==> config.mk <==
export PLATFORM = sky130hd
export DESIGN_NAME = csr_exec_unit
export DESIGN_NICKNAME = d
export VERILOG_FILES = /design/src/rtl/csr_exec_unit.sv
export SDC_FILE = /design/constraint.sdc
export NUM_CORES = 1
export LEC_CHECK = 0
export ABC_AREA = 1
export BUFFER_PORTS_ARGS = -buffer_cell sky130_fd_sc_hd__buf_2
export CORE_MARGIN = 2
export CORE_UTILIZATION = 54
export DETAILED_ROUTE_END_ITERATION = 8
export PLACE_DENSITY_LB_ADDON = 0.08
export SLEW_MARGIN = 20
export SYNTH_ARGS = -nofsm -noshare
export SYNTH_HDL_FRONTEND = slang
export SYNTH_SLANG_ARGS = --single-unit
==> constraint.sdc <==
create_clock -name clk -period 2.8 [get_ports clk]
set_input_delay 0 -clock clk [delete_from_list [all_inputs] [get_ports clk]]
set_output_delay 0 -clock clk [all_outputs]
set_load 0.05 [all_outputs]
==> src/rtl/csr_exec_unit.sv <==
// rtl/csr_exec_unit.sv - serialized CSR read-modify-write unit with a small machine-mode CSR file
// Optional mcycle/minstret counters are compiled in with `define CSR_COUNTER_EN.
module csr_exec_unit #(
  parameter int              XLEN       = 64,
  parameter int              PREG_WIDTH = 7,
  parameter int              ROB_WIDTH  = 6,
  parameter logic [XLEN-1:0] HART_ID    = '0,
  parameter logic [XLEN-1:0] MISA_VAL   = 64'h8000_0000_0014_1101
) (
  input  logic                  clk,
  input  logic                  rst,
  input  logic                  issue_en,
  output logic                  issue_ready,
  input  logic [2:0]            issue_op,
  input  logic [11:0]           issue_csrid,
  input  logic [4:0]            issue_imm,
  input  logic                  issue_src_zero,
  input  logic [XLEN-1:0]       issue_rdata,
  input  logic [PREG_WIDTH-1:0] issue_rd,
  input  logic                  issue_we,
  input  logic [ROB_WIDTH:0]    issue_rob_idx,
  input  logic                  redirect,
  input  logic [ROB_WIDTH:0]    redirect_idx,
  input  logic [2:0]            retire_cnt,
  output logic                  wb_valid,
  input  logic                  wb_ready,
  output logic [PREG_WIDTH-1:0] wb_rd,
  output logic                  wb_we,
  output logic [XLEN-1:0]       wb_data,
  output logic [ROB_WIDTH:0]    wb_rob_idx,
  output logic                  wb_exc,
  output logic [3:0]            wb_exc_cause
);

  typedef enum logic [1:0] {IDLE, EXEC, WB} state_t;

  state_t                  state_q;
  logic [2:0]              op_q;
  logic [11:0]             csrid_q;
  logic [4:0]              imm_q;
  logic                    src_zero_q;
  logic [XLEN-1:0]         rdata_q;
  logic [PREG_WIDTH-1:0]   rd_q;
  logic                    we_q;
  logic [ROB_WIDTH:0]      rob_q;
  logic [XLEN-1:0]         mtvec_q, mscratch_q, mepc_q, mcause_q;
  logic                    wb_valid_q, wb_we_q, wb_exc_q;
  logic [PREG_WIDTH-1:0]   wb_rd_q;
  logic [XLEN-1:0]         wb_data_q;
  logic [ROB_WIDTH:0]      wb_rob_q;
`ifdef CSR_COUNTER_EN
  logic [XLEN-1:0]         mcycle_q, minstret_q;
`else
  logic                    unused_retire;
  assign unused_retire = ^retire_cnt;
`endif

  logic [ROB_WIDTH:0] op_idx;
  logic               kill, src_zero, is_rw, do_write, implemented, illegal, commit;
  logic [XLEN-1:0]    src, old_val, new_d;

  // Wrap-aware age compare: the MSB flips each time the ROB index wraps.
  function automatic logic older(input logic [ROB_WIDTH:0] a, input logic [ROB_WIDTH:0] b);
    if (a[ROB_WIDTH] != b[ROB_WIDTH]) return a[ROB_WIDTH-1:0] > b[ROB_WIDTH-1:0];
    else                              return a[ROB_WIDTH-1:0] < b[ROB_WIDTH-1:0];
  endfunction

  always_comb begin
    op_idx      = (state_q == EXEC) ? rob_q : issue_rob_idx;
    kill        = redirect && !older(op_idx, redirect_idx);
    src         = op_q[2] ? {{(XLEN-5){1'b0}}, imm_q} : rdata_q;
    src_zero    = op_q[2] ? (imm_q == 5'd0) : src_zero_q;
    is_rw       = (op_q[1:0] == 2'b01);
    do_write    = is_rw || !src_zero;
    implemented = 1'b1;
    old_val     = '0;
    case (csrid_q)
      12'h305: old_val = mtvec_q;
      12'h340: old_val = mscratch_q;
      12'h341: old_val = mepc_q;
      12'h342: old_val = mcause_q;
      12'h301: old_val = MISA_VAL;
      12'hF14: old_val = HART_ID;
`ifdef CSR_COUNTER_EN
      12'hB00: old_val = mcycle_q;
      12'hB02: old_val = minstret_q;
`endif
      default: implemented = 1'b0;
    endcase
    illegal = !implemented || (op_q[1:0] == 2'b00) || (do_write && csrid_q[11:10] == 2'b11);
    case (op_q[1:0])
      2'b01:   new_d = src;
      2'b10:   new_d = old_val | src;
      default: new_d = old_val & ~src;
    endcase
    commit = !illegal && do_write;
  end

  always_ff @(posedge clk) begin
    if (rst) begin
      state_q    <= IDLE;
      op_q       <= '0;
      csrid_q    <= '0;
      imm_q      <= '0;
      src_zero_q <= 1'b0;
      rdata_q    <= '0;
      rd_q       <= '0;
      we_q       <= 1'b0;
      rob_q      <= '0;
      mtvec_q    <= '0;
      mscratch_q <= '0;
      mepc_q     <= '0;
      mcause_q   <= '0;
      wb_valid_q <= 1'b0;
      wb_we_q    <= 1'b0;
      wb_exc_q   <= 1'b0;
      wb_rd_q    <= '0;
      wb_data_q  <= '0;
      wb_rob_q   <= '0;
`ifdef CSR_COUNTER_EN
      mcycle_q   <= '0;
      minstret_q <= '0;
`endif
    end else begin
`ifdef CSR_COUNTER_EN
      mcycle_q   <= mcycle_q + 1'b1;
      minstret_q <= minstret_q + {{(XLEN-3){1'b0}}, retire_cnt};
`endif
      case (state_q)
        IDLE: begin
          if (issue_en && !kill) begin
            op_q       <= issue_op;
            csrid_q    <= issue_csrid;
            imm_q      <= issue_imm;
            src_zero_q <= issue_src_zero;
            rdata_q    <= issue_rdata;
            rd_q       <= issue_rd;
            we_q       <= issue_we;
            rob_q      <= issue_rob_idx;
            state_q    <= EXEC;
          end
        end
        EXEC: begin
          if (kill) begin
            state_q <= IDLE;
          end else begin
            // Later assignments here win over the free-running counter increments above.
            if (commit) begin
              case (csrid_q)
                12'h305: mtvec_q    <= new_d & ~{{(XLEN-2){1'b0}}, 2'b10};
                12'h340: mscratch_q <= new_d;
                12'h341: mepc_q     <= new_d & ~{{(XLEN-1){1'b0}}, 1'b1};
                12'h342: mcause_q   <= new_d;
`ifdef CSR_COUNTER_EN
                12'hB00: mcycle_q   <= new_d;
                12'hB02: minstret_q <= new_d;
`endif
                default: ;
              endcase
            end
            wb_valid_q <= 1'b1;
            wb_exc_q   <= illegal;
            wb_data_q  <= illegal ? '0 : old_val;
            wb_we_q    <= !illegal && we_q;
            wb_rd_q    <= rd_q;
            wb_rob_q   <= rob_q;
            state_q    <= WB;
          end
        end
        WB: begin
          if (wb_ready) begin
            wb_valid_q <= 1'b0;
            state_q    <= IDLE;
          end
        end
        default: state_q <= IDLE;
      endcase
    end
  end

  assign issue_ready  = (state_q == IDLE);
  assign wb_valid     = wb_valid_q;
  assign wb_rd        = wb_rd_q;
  assign wb_we        = wb_we_q;
  assign wb_data      = wb_data_q;
  assign wb_rob_idx   = wb_rob_q;
  assign wb_exc       = wb_exc_q;
  assign wb_exc_cause = wb_exc_q ? 4'd2 : 4'd0;

endmodule

# --- Word-level counts from Yosys, hierarchy flattened ---
# Index checks and enable logic that the tools add are counted.
totals:
  ff_bits: 437
  in_bits: 115
  output_inout_bits: 86
  elab_cells: 82
classes:
  n_lt_le_gt_ge: 2
  n_eq_ne: 15
  mux: 16
  bitwise_logic: 4
  reduce_logical: 26
op_table:
  columns: ["op", "count"]
  rows:
  - ["case mux 64 bit (5 select lines)", 1]
  - ["two-way mux 64 bit", 2]
  - ["case mux 64 bit (2 select lines)", 1]
  - ["bitwise AND 64 bit", 1]
  - ["inverter 64 bit", 1]
  - ["bitwise OR 64 bit", 1]
  - ["== test 12 x 10 -> 1 bit (second input constant)", 5]
  - ["AND reduction 4 bit", 4]
  - ["== test 12 bit (second input constant)", 1]
  - ["two-way mux 2 bit", 4]
  - ["two-way mux 7 bit", 1]
  - ["== test 2 bit (second input constant)", 3]
  - ["> comparator 6 bit", 1]
  - ["less-than comparator 6 bit", 1]
  - ["case mux 2 bit (3 select lines)", 1]
  - ["AND reduction 2 bit", 3]
  - ["OR reduction 6 bit", 1]
  - ["logical AND 1 bit", 5]
  - ["logical NOT 1 bit", 5]
  - ["logical NOT 5 bit", 1]
  - ["two-way mux 1 bit", 5]
  - ["== test 2 x 1 -> 1 bit (second input constant)", 2]
  - ["logical NOT 2 bit", 2]
  - ["inequality test 2 bit (second input constant)", 2]
  - ["other kinds (7)", 9]

# --- Longest topological paths before layout ---
# Gate-level depths: netlist (run 1).
logic_depth:
  depth_word: 10
  ltp_mapped: 21
  ltp_nobuf: 19

# --- Least setup slack after synthesis (run 1) ---
# OpenSTA, ideal clock, no wires.
synth_path:
  path_type: "flip-flop to flip-flop"
  from: "register state_q[1]"
  to: "register mscratch_q[25]"
  setup_time_ns: 0.115
  arrival_time_ns: 2.300
  required_time_ns: 2.685
  setup_slack_ns: 0.385
  stages_incl_launch_ff: 21
  n_path_buf: 3
  synth_period_minus_slack_ns: 2.415
  path_cell_list: "dfxtp_1 > inv_1 > nand2_2 > inv_1 > nand2_1 > nand2_1 > ha_1 > nand2_1 > nor2_1 > nand2_1 > nand3_1 > nand3_1 > nand3_1 > nand2_1 > nor2_2 > buf_6 > buf_12 > buf_4 > nand3_1 > nand2_1 > nor2_1"
synth_via:
  elab_chain_cells: 8
  elab_cells_between_ends: 10
  classes_between: "order compare (2); eq/ne (2); mux (2); bitwise (1); reduce/logical (3)"
synth_lines:
  columns: ["item", "line_no", "text"]
  rows:
  - ["start, declared", "37", "state_t state_q;"]
  - ["start signal, assigned", "101", "state_q <= IDLE;"]
  - ["start signal, assigned", "140", "state_q <= EXEC;"]
  - ["start signal, assigned", "145", "state_q <= IDLE;"]
  - ["== test 2 x 1 -> 1 bit (*)", "69, 129", null]
  - ["two-way mux 7 bit", "69", "op_idx = (state_q == EXEC) ? rob_q : issue_rob_idx;"]
  - ["less-than comparator 6 bit (tied with other cells)", "65", "else return a[ROB_WIDTH-1:0] < b[ROB_WIDTH-1:0];"]
  - ["two-way mux 1 bit", "64", "if (a[ROB_WIDTH] != b[ROB_WIDTH]) return a[ROB_WIDTH-1:0] > b[ROB_WIDTH-1:0];"]
  - ["logical NOT 1 bit", "70", "kill = redirect && !older(op_idx, redirect_idx);"]
  - ["logical AND 1 bit", "70", null]
  - ["inverter 1 bit (no line)", null, null]
  - ["AND reduction 4 bit (no line) (*)", null, null]
  - ["end signal, assigned", "151", "12'h340: mscratch_q <= new_d;"]
  - ["end, declared", "46", "logic [XLEN-1:0] mtvec_q, mscratch_q, mepc_q, mcause_q;"]
# Every way passes the cells marked *; elsewhere a longest branch is shown, timed or not.
# A chain may end at the register's enable or synchronous reset.

# --- Worst setup path in the final report (run 1) ---
layout_path:
  from: "register state_q[1]"
  to: "register mepc_q[63]"
layout_via:
  elab_chain_cells: 8
  elab_cells_between_ends: 10
  classes_between: "order compare (2); eq/ne (2); mux (2); bitwise (1); reduce/logical (3)"
layout_lines:
  columns: ["item", "line_no", "text"]
  rows:
  - ["== test 2 x 1 -> 1 bit (*)", "69, 129", null]
  - ["two-way mux 7 bit", "69", null]
  - ["less-than comparator 6 bit (tied with other cells)", "65", null]
  - ["two-way mux 1 bit", "64", null]
  - ["logical NOT 1 bit", "70", null]
  - ["logical AND 1 bit", "70", null]
  - ["inverter 1 bit (no line)", null, null]
  - ["AND reduction 4 bit (no line) (*)", null, null]
  - ["end signal, assigned", "152", "12'h341: mepc_q <= new_d & ~{{(XLEN-1){1'b0}}, 1'b1};"]
  - ["end, declared", "46", null]
# Marks and branches as above.

==> results of run 1 <==
==> final cells by class <==
type | instances | area share (%)
timing repair buffer | 412 | 14.06
multi-input combinational | 2372 | 39.80
clock inverter | 16 | 0.7826
clock buffer | 69 | 5.535
sequential | 437 | 33.37
inverter | 274 | 3.975
tap | 518 | 2.472
==> sequential cells by signal (all words and copies together) (netlist names), 3 cells and up <==
signal / count
csrid_q: 12
imm_q: 5
mcause_q: 64
mepc_q: 63
mscratch_q: 64
mtvec_q: 63
op_q: 3
rd_q: 7
rdata_q: 64
rob_q: 7
wb_data: 64
wb_rd: 7
wb_rob_idx: 7
==> critical path: stages (launching register included) <==
cell and delay (ns):
dfxtp_2 0.34, inv_4 0.07, nand2_4 0.08, buf_4 0.15
nand2_2 0.05, nand2_2 0.06, ha_4 0.27, nand2_1 0.07
nor2_2 0.13, buf_4 0.12, nand3_1 0.07, nand3_2 0.10
nand3_4 0.11, nand2_8 0.13, nor2_4 0.06, buf_12 0.15
buf_12 0.12, buf_12 0.11, clkbuf_16 0.21, a21oi_1 0.18
nor2_1 0.07
==> per-layer routing <==
layer | share of wire, % | global-route usage, %
met5 | 0 | 0
met4 | 6.3 | 21.38
met3 | 7.2 | 3.870
met2 | 48 | 56.65
met1 | 39 | 37.71
==> worst max path at each step <==
stage                     startpoint              to
after floorplan           state_q[1]  mscratch_q[25]
after global placement    state_q[1]     rdata_q[40]
after detailed placement  state_q[1]     rdata_q[40]
after CTS                 state_q[1]   mscratch_q[6]
after global routing      state_q[1]      mepc_q[25]
final                     state_q[1]      mepc_q[63]
==> kinds of logic (layout without fill, tap and decap cells) <==
group                      Yosys count  after routing  share of synthesized area [%]
adders and majority gates            9              9                         0.5308
AOI/OAI and AO/OA                  517            517                          12.50
DFF                                437            437                          41.24
other                                1              3                        0.01768
and+or+nand+nor                   1841           1842                          35.01
buffers and inverters              520            771                          10.66
muxes                                1              1                        0.04718
==> synth_stat cells (all sizes together) <==
| master | n |
|---|---|
| a21oi | 273 |
| buf | 118 |
| clkbuf | 128 |
| clkinv | 2 |
| conb | 1 |
| dfxtp | 437 |
| ha | 9 |
| inv | 272 |
| mux2i | 1 |
| nand2 | 881 |
| nand3 | 374 |
| nand3b | 1 |
| nor2 | 581 |
| nor3 | 3 |
| nor3b | 1 |
| o21ai | 244 |
==> metrics by stage <==
stage | total power [mW] | cells | instance area, sq um | util (%) | hold slack (ns)
after floorplan | 7.782 | 3328 | 21220 | - | 0.1483
after global placement | 8.505 | 3874 | 22710 | 58.62 | 0.2530
after detailed placement | 8.540 | 3874 | 22710 | 58.62 | 0.2602
after CTS | 15.22 | 4062 | 25410 | 65.60 | 0.06217
after global routing | 15.72 | 4098 | 26220 | 67.69 | 0.1317
final | 15.25 | 4098 | 26220 | 67.69 | 0.04896
==> repair_timing <==
action,CTS,global route
cloned,0,17
hold endpoints to repair,102,0
setup endpoints to repair,10,370
pin swaps,0,15
setup buffers,2,20
gates resized for setup,5,48
hold buffers,101,0
==> where the power goes <==
group	internal (mW)	total, mW	switching [mW]
sequential	6.41	6.51	0.100
clock	4.03	6.63	2.59
combinational	0.603	2.11	1.50
==> impl_metrics.ini, run 1 <==
[outcome]
outcome = finished clean

[layout]
area_delta_synth_final_pct = 23.59
nFillCells = 3375
layout.cells.most_common = nand2_1
final_nets = 3668
final_cell_mix = 865 x nand2_1, 568 x nor2_1, 435 x dfxtp_1, 370 x nand3_1, 259 x inv_1
register_area_sq_um = 8751
drive_above_1_share_pct = 12.96
multi_input_area_sq_um = 10440
n_antenna_cell = 0

[synth]
yosysTopAreaCellShare_pct = 41.24
syn_inst = 3326
synth_seq_cells = 437
synth.cell_area_sq_um = 21220
ys_types = 28
synth_area_leaders = dfxtp_1 41%, nand2_1 15%, nor2_1 10%
yosys.area.top_type = dfxtp_1
avgSynthCellArea_sq_um = 6.379
yosysSeqAreaShare_pct = 41.24
yosysWarnings = 0

[sta]
min_period_over_period_pct = 98.10
setup_ws_ns = 0.05333
worst_pin_slew_ns = 0.9097
hold_violations = 0
fin_setup_tns_ns = 0
timing.max_slew.rel_slack_pct = 39.36
final-max-slew-violation-count = 0
fmaxAchievable_mhz = 364.1
skew_ns = 0.01766
min_period_ns = 2.747
setup_violations = 0

[global_routing]
grt_start_max_net_pins = 169
antenna_found_initial = 0
grtUsageTotal_pct = 32.52
grt_pass1_wl_um = 107000
overflow = 0
grt_pass1_vias = 21030

[route]
postRouteAntennaNets = 0
wl_per_cell_um = 17.38
first_iter_violations = 1957
detailroute.via_count = 22480
via_per_inst = 5.486
drt_first_pass_iters = 6
drt_wl_total_um = 71240
drc_errors = 0

[worst_hold_path]
hold_start = rst
worstHoldPathType = in2reg
hold_depth = 4
hold_end = mtvec_q[61]

[floorplan]
rows = 72
die_w_um = 202.2
start_util_pct = 54.77
die_h_um = 202.2
die-area_sq_um = 40890
ios = 201
core_area_sq_um = 38740

[clocking]
ctsRootBufferMaster = clkbuf_16
numCtsBuffers = 47
cts_sinks = 437
cts_tree = built
path_clk_slew_ns = 0.06
cts_max_level = 2
ctsLongestPathBuffers = 3
clk_latency_ns = 0.59

[pwr]
p_leak_nw = 12.78
ir_worst_vdd_uv = 545.0
p_per_area_nw_per_um2 = 581.4

[setup_path]
reg2reg_setup_slack_ns = 0.05
critPathLaunchType = register
r2r-start = state_q[1]
critPathRequiredTime_ns = 3.28
reg2reg_to = mepc_q[63]
crit_path_max_fanout = 42
end_kind = register
rr_worst_depth = 20
worstSetupPathType = reg2reg
arrival_ns = 3.23

[flow_run]
cap_violations = 0

[place]
place_congestion = 0.9071
portBuffers = 194
post-dp-hpwl_um = 41040
post-place-ws_ns = -0.04986
Power figures use the tool's default switching activity.
==> run 2, diff against run 1 <==
BUFFER_PORTS_ARGS = -buffer_cell sky130_fd_sc_hd__clkbuf_2   (was -buffer_cell sky130_fd_sc_hd__buf_2)
==> impl_metrics.ini, run 2 (synthesis results as in run 1) <==
[clocking]
ctsLongestPathBuffers = 3
cts_sinks = 437
clk_latency_ns = 0.59
ctsRootBufferMaster = clkbuf_16
numCtsBuffers = 47
cts_tree = built
cts_max_level = 2
path_clk_slew_ns = 0.06

[setup_path]
worstSetupPathType = reg2reg
crit_end = wb_data[27]
end_kind = register
critPathLaunchType = register
rr_worst_depth = 19
crit_path_max_fanout = 24
reg2reg_to = wb_data[27]
critPathRequiredTime_ns = 3.31
arrival_ns = 3.26
reg2reg_setup_slack_ns = 0.05
r2r-start = state_q[1]
startpoint = state_q[1]

[floorplan]
ios = 201
die_w_um = 202.2
die-area_sq_um = 40890
core_area_sq_um = 38740
start_util_pct = 54.77
rows = 72
die_h_um = 202.2

[global_routing]
overflow = 0
antenna_found_initial = 2
grt_start_max_net_pins = 116
grtUsageTotal_pct = 32.86
grt_pass1_vias = 21080
grt_pass1_wl_um = 108300

[layout]
area_delta_synth_final_pct = 23.27
fin_cells = 4105
layout.cells.most_common = nand2_1
drive_above_1_share_pct = 13.28
nFillCells = 3387
final_area_sq_um = 26150
final_nets = 3677
final_cell_mix = 862 x nand2_1, 559 x nor2_1, 434 x dfxtp_1, 369 x nand3_1, 258 x inv_1
utilization_pct = 67.51

[route]
postRouteAntennaNets = 0
drt_first_pass_iters = 5
drc_errors = 0
wl_per_cell_um = 18.27
detailroute.via_count = 22790
via_per_inst = 5.552
first_iter_violations = 1909
drt_wl_total_um = 75000

[sta]
final-max-slew-violation-count = 0
fmaxAchievable_mhz = 363.1
rsz0062_at_grt = yes
hold_violations = 0
setup_violations = 0
skew_ns = 0.01316
fin_setup_tns_ns = 0
setup_ws_ns = 0.04562
min_period_ns = 2.754
timing.hold.ws_ns = 0.05709
worst_pin_slew_ns = 0.9025
min_period_over_period_pct = 98.37
timing.max_slew.rel_slack_pct = 39.83

[worst_hold_path]
hold_depth = 6
hold_start = redirect
worstHoldPathType = in2reg

[outcome]
outcome = finished clean

[place]
post-dp-hpwl_um = 41130
place_congestion = 0.9126
placed_area_sq_um = 22660
post-place-ws_ns = 0.001339
portBuffers = 194
placedCellCount = 3876

[pwr]
p_per_area_nw_per_um2 = 563.2
power.total_mw = 14.73
p_leak_nw = 12.68
ir_worst_vdd_uv = 462.7

[flow_run]
cap_violations = 0
==> run 2: repair_timing <==
item	CTS	global route
hold endpoints to repair	121	0
pin swaps	0	15
hold buffers	107	0
setup endpoints to repair	20	388
gates resized for setup	3	79
gates cloned	0	28
buffers inserted	3	10
==> run 2: cell type report <==
class / count / area [sq um] / share of cell area, %
timing repair buffer: 420 / 3710 / 14.19
sequential: 437 / 8752 / 33.47
antenna: 2 / 5.005 / 0.01914
clock inverter: 12 / 87.58 / 0.3349
tap: 518 / 648.1 / 2.478
multi-input combinational: 2373 / 10530 / 40.25
inverter: 274 / 1042 / 3.985
clock buffer: 69 / 1381 / 5.282
==> run 2: worst max-delay path, stage by stage (launching register included) <==
cell     delay [ns]
dfxtp_2        0.34
inv_2          0.05
nand2_4        0.12
inv_4          0.07
nand2_1        0.06
nand2_1        0.07
ha_1           0.27
nand2_1        0.09
nor2_4         0.11
nand2_1        0.08
nand3_2        0.09
nand3_2        0.10
nand3_4        0.16
nand2_8        0.08
buf_4          0.14
nor2_4         0.13
buf_4          0.13
buf_12         0.17
o21ai_0        0.22
a21oi_1        0.17
==> run 2: worst min path at each step <==
stage | slack [ns] | to
finish | 0.06 | rob_q[0]
global route | 0.13 | imm_q[2]
CTS | 0.02 | wb_data[1]
detailed placement | 0.26 | rd_q[6]
global placement | 0.25 | rd_q[2]
floorplan | 0.15 | rob_q[6]
==> run 2: metal layers <==
layer  GRT usage (%)  vias up  part of all wire (%)
met4           24.24        0                   8.0
met2           55.55     1170                    46
met1           38.60    10410                    38
li1                -    10920                     -
met3           3.741      288                   8.4
met5               0        -                     0
==> run 2: power by group <==
group | leakage, nW | switching (mW) | total, mW | internal [mW]
clock network | 0.729 | 2.57 | 6.06 | 3.49
registers | 3.54 | 0.102 | 6.51 | 6.41
logic | 8.41 | 1.54 | 2.16 | 0.624
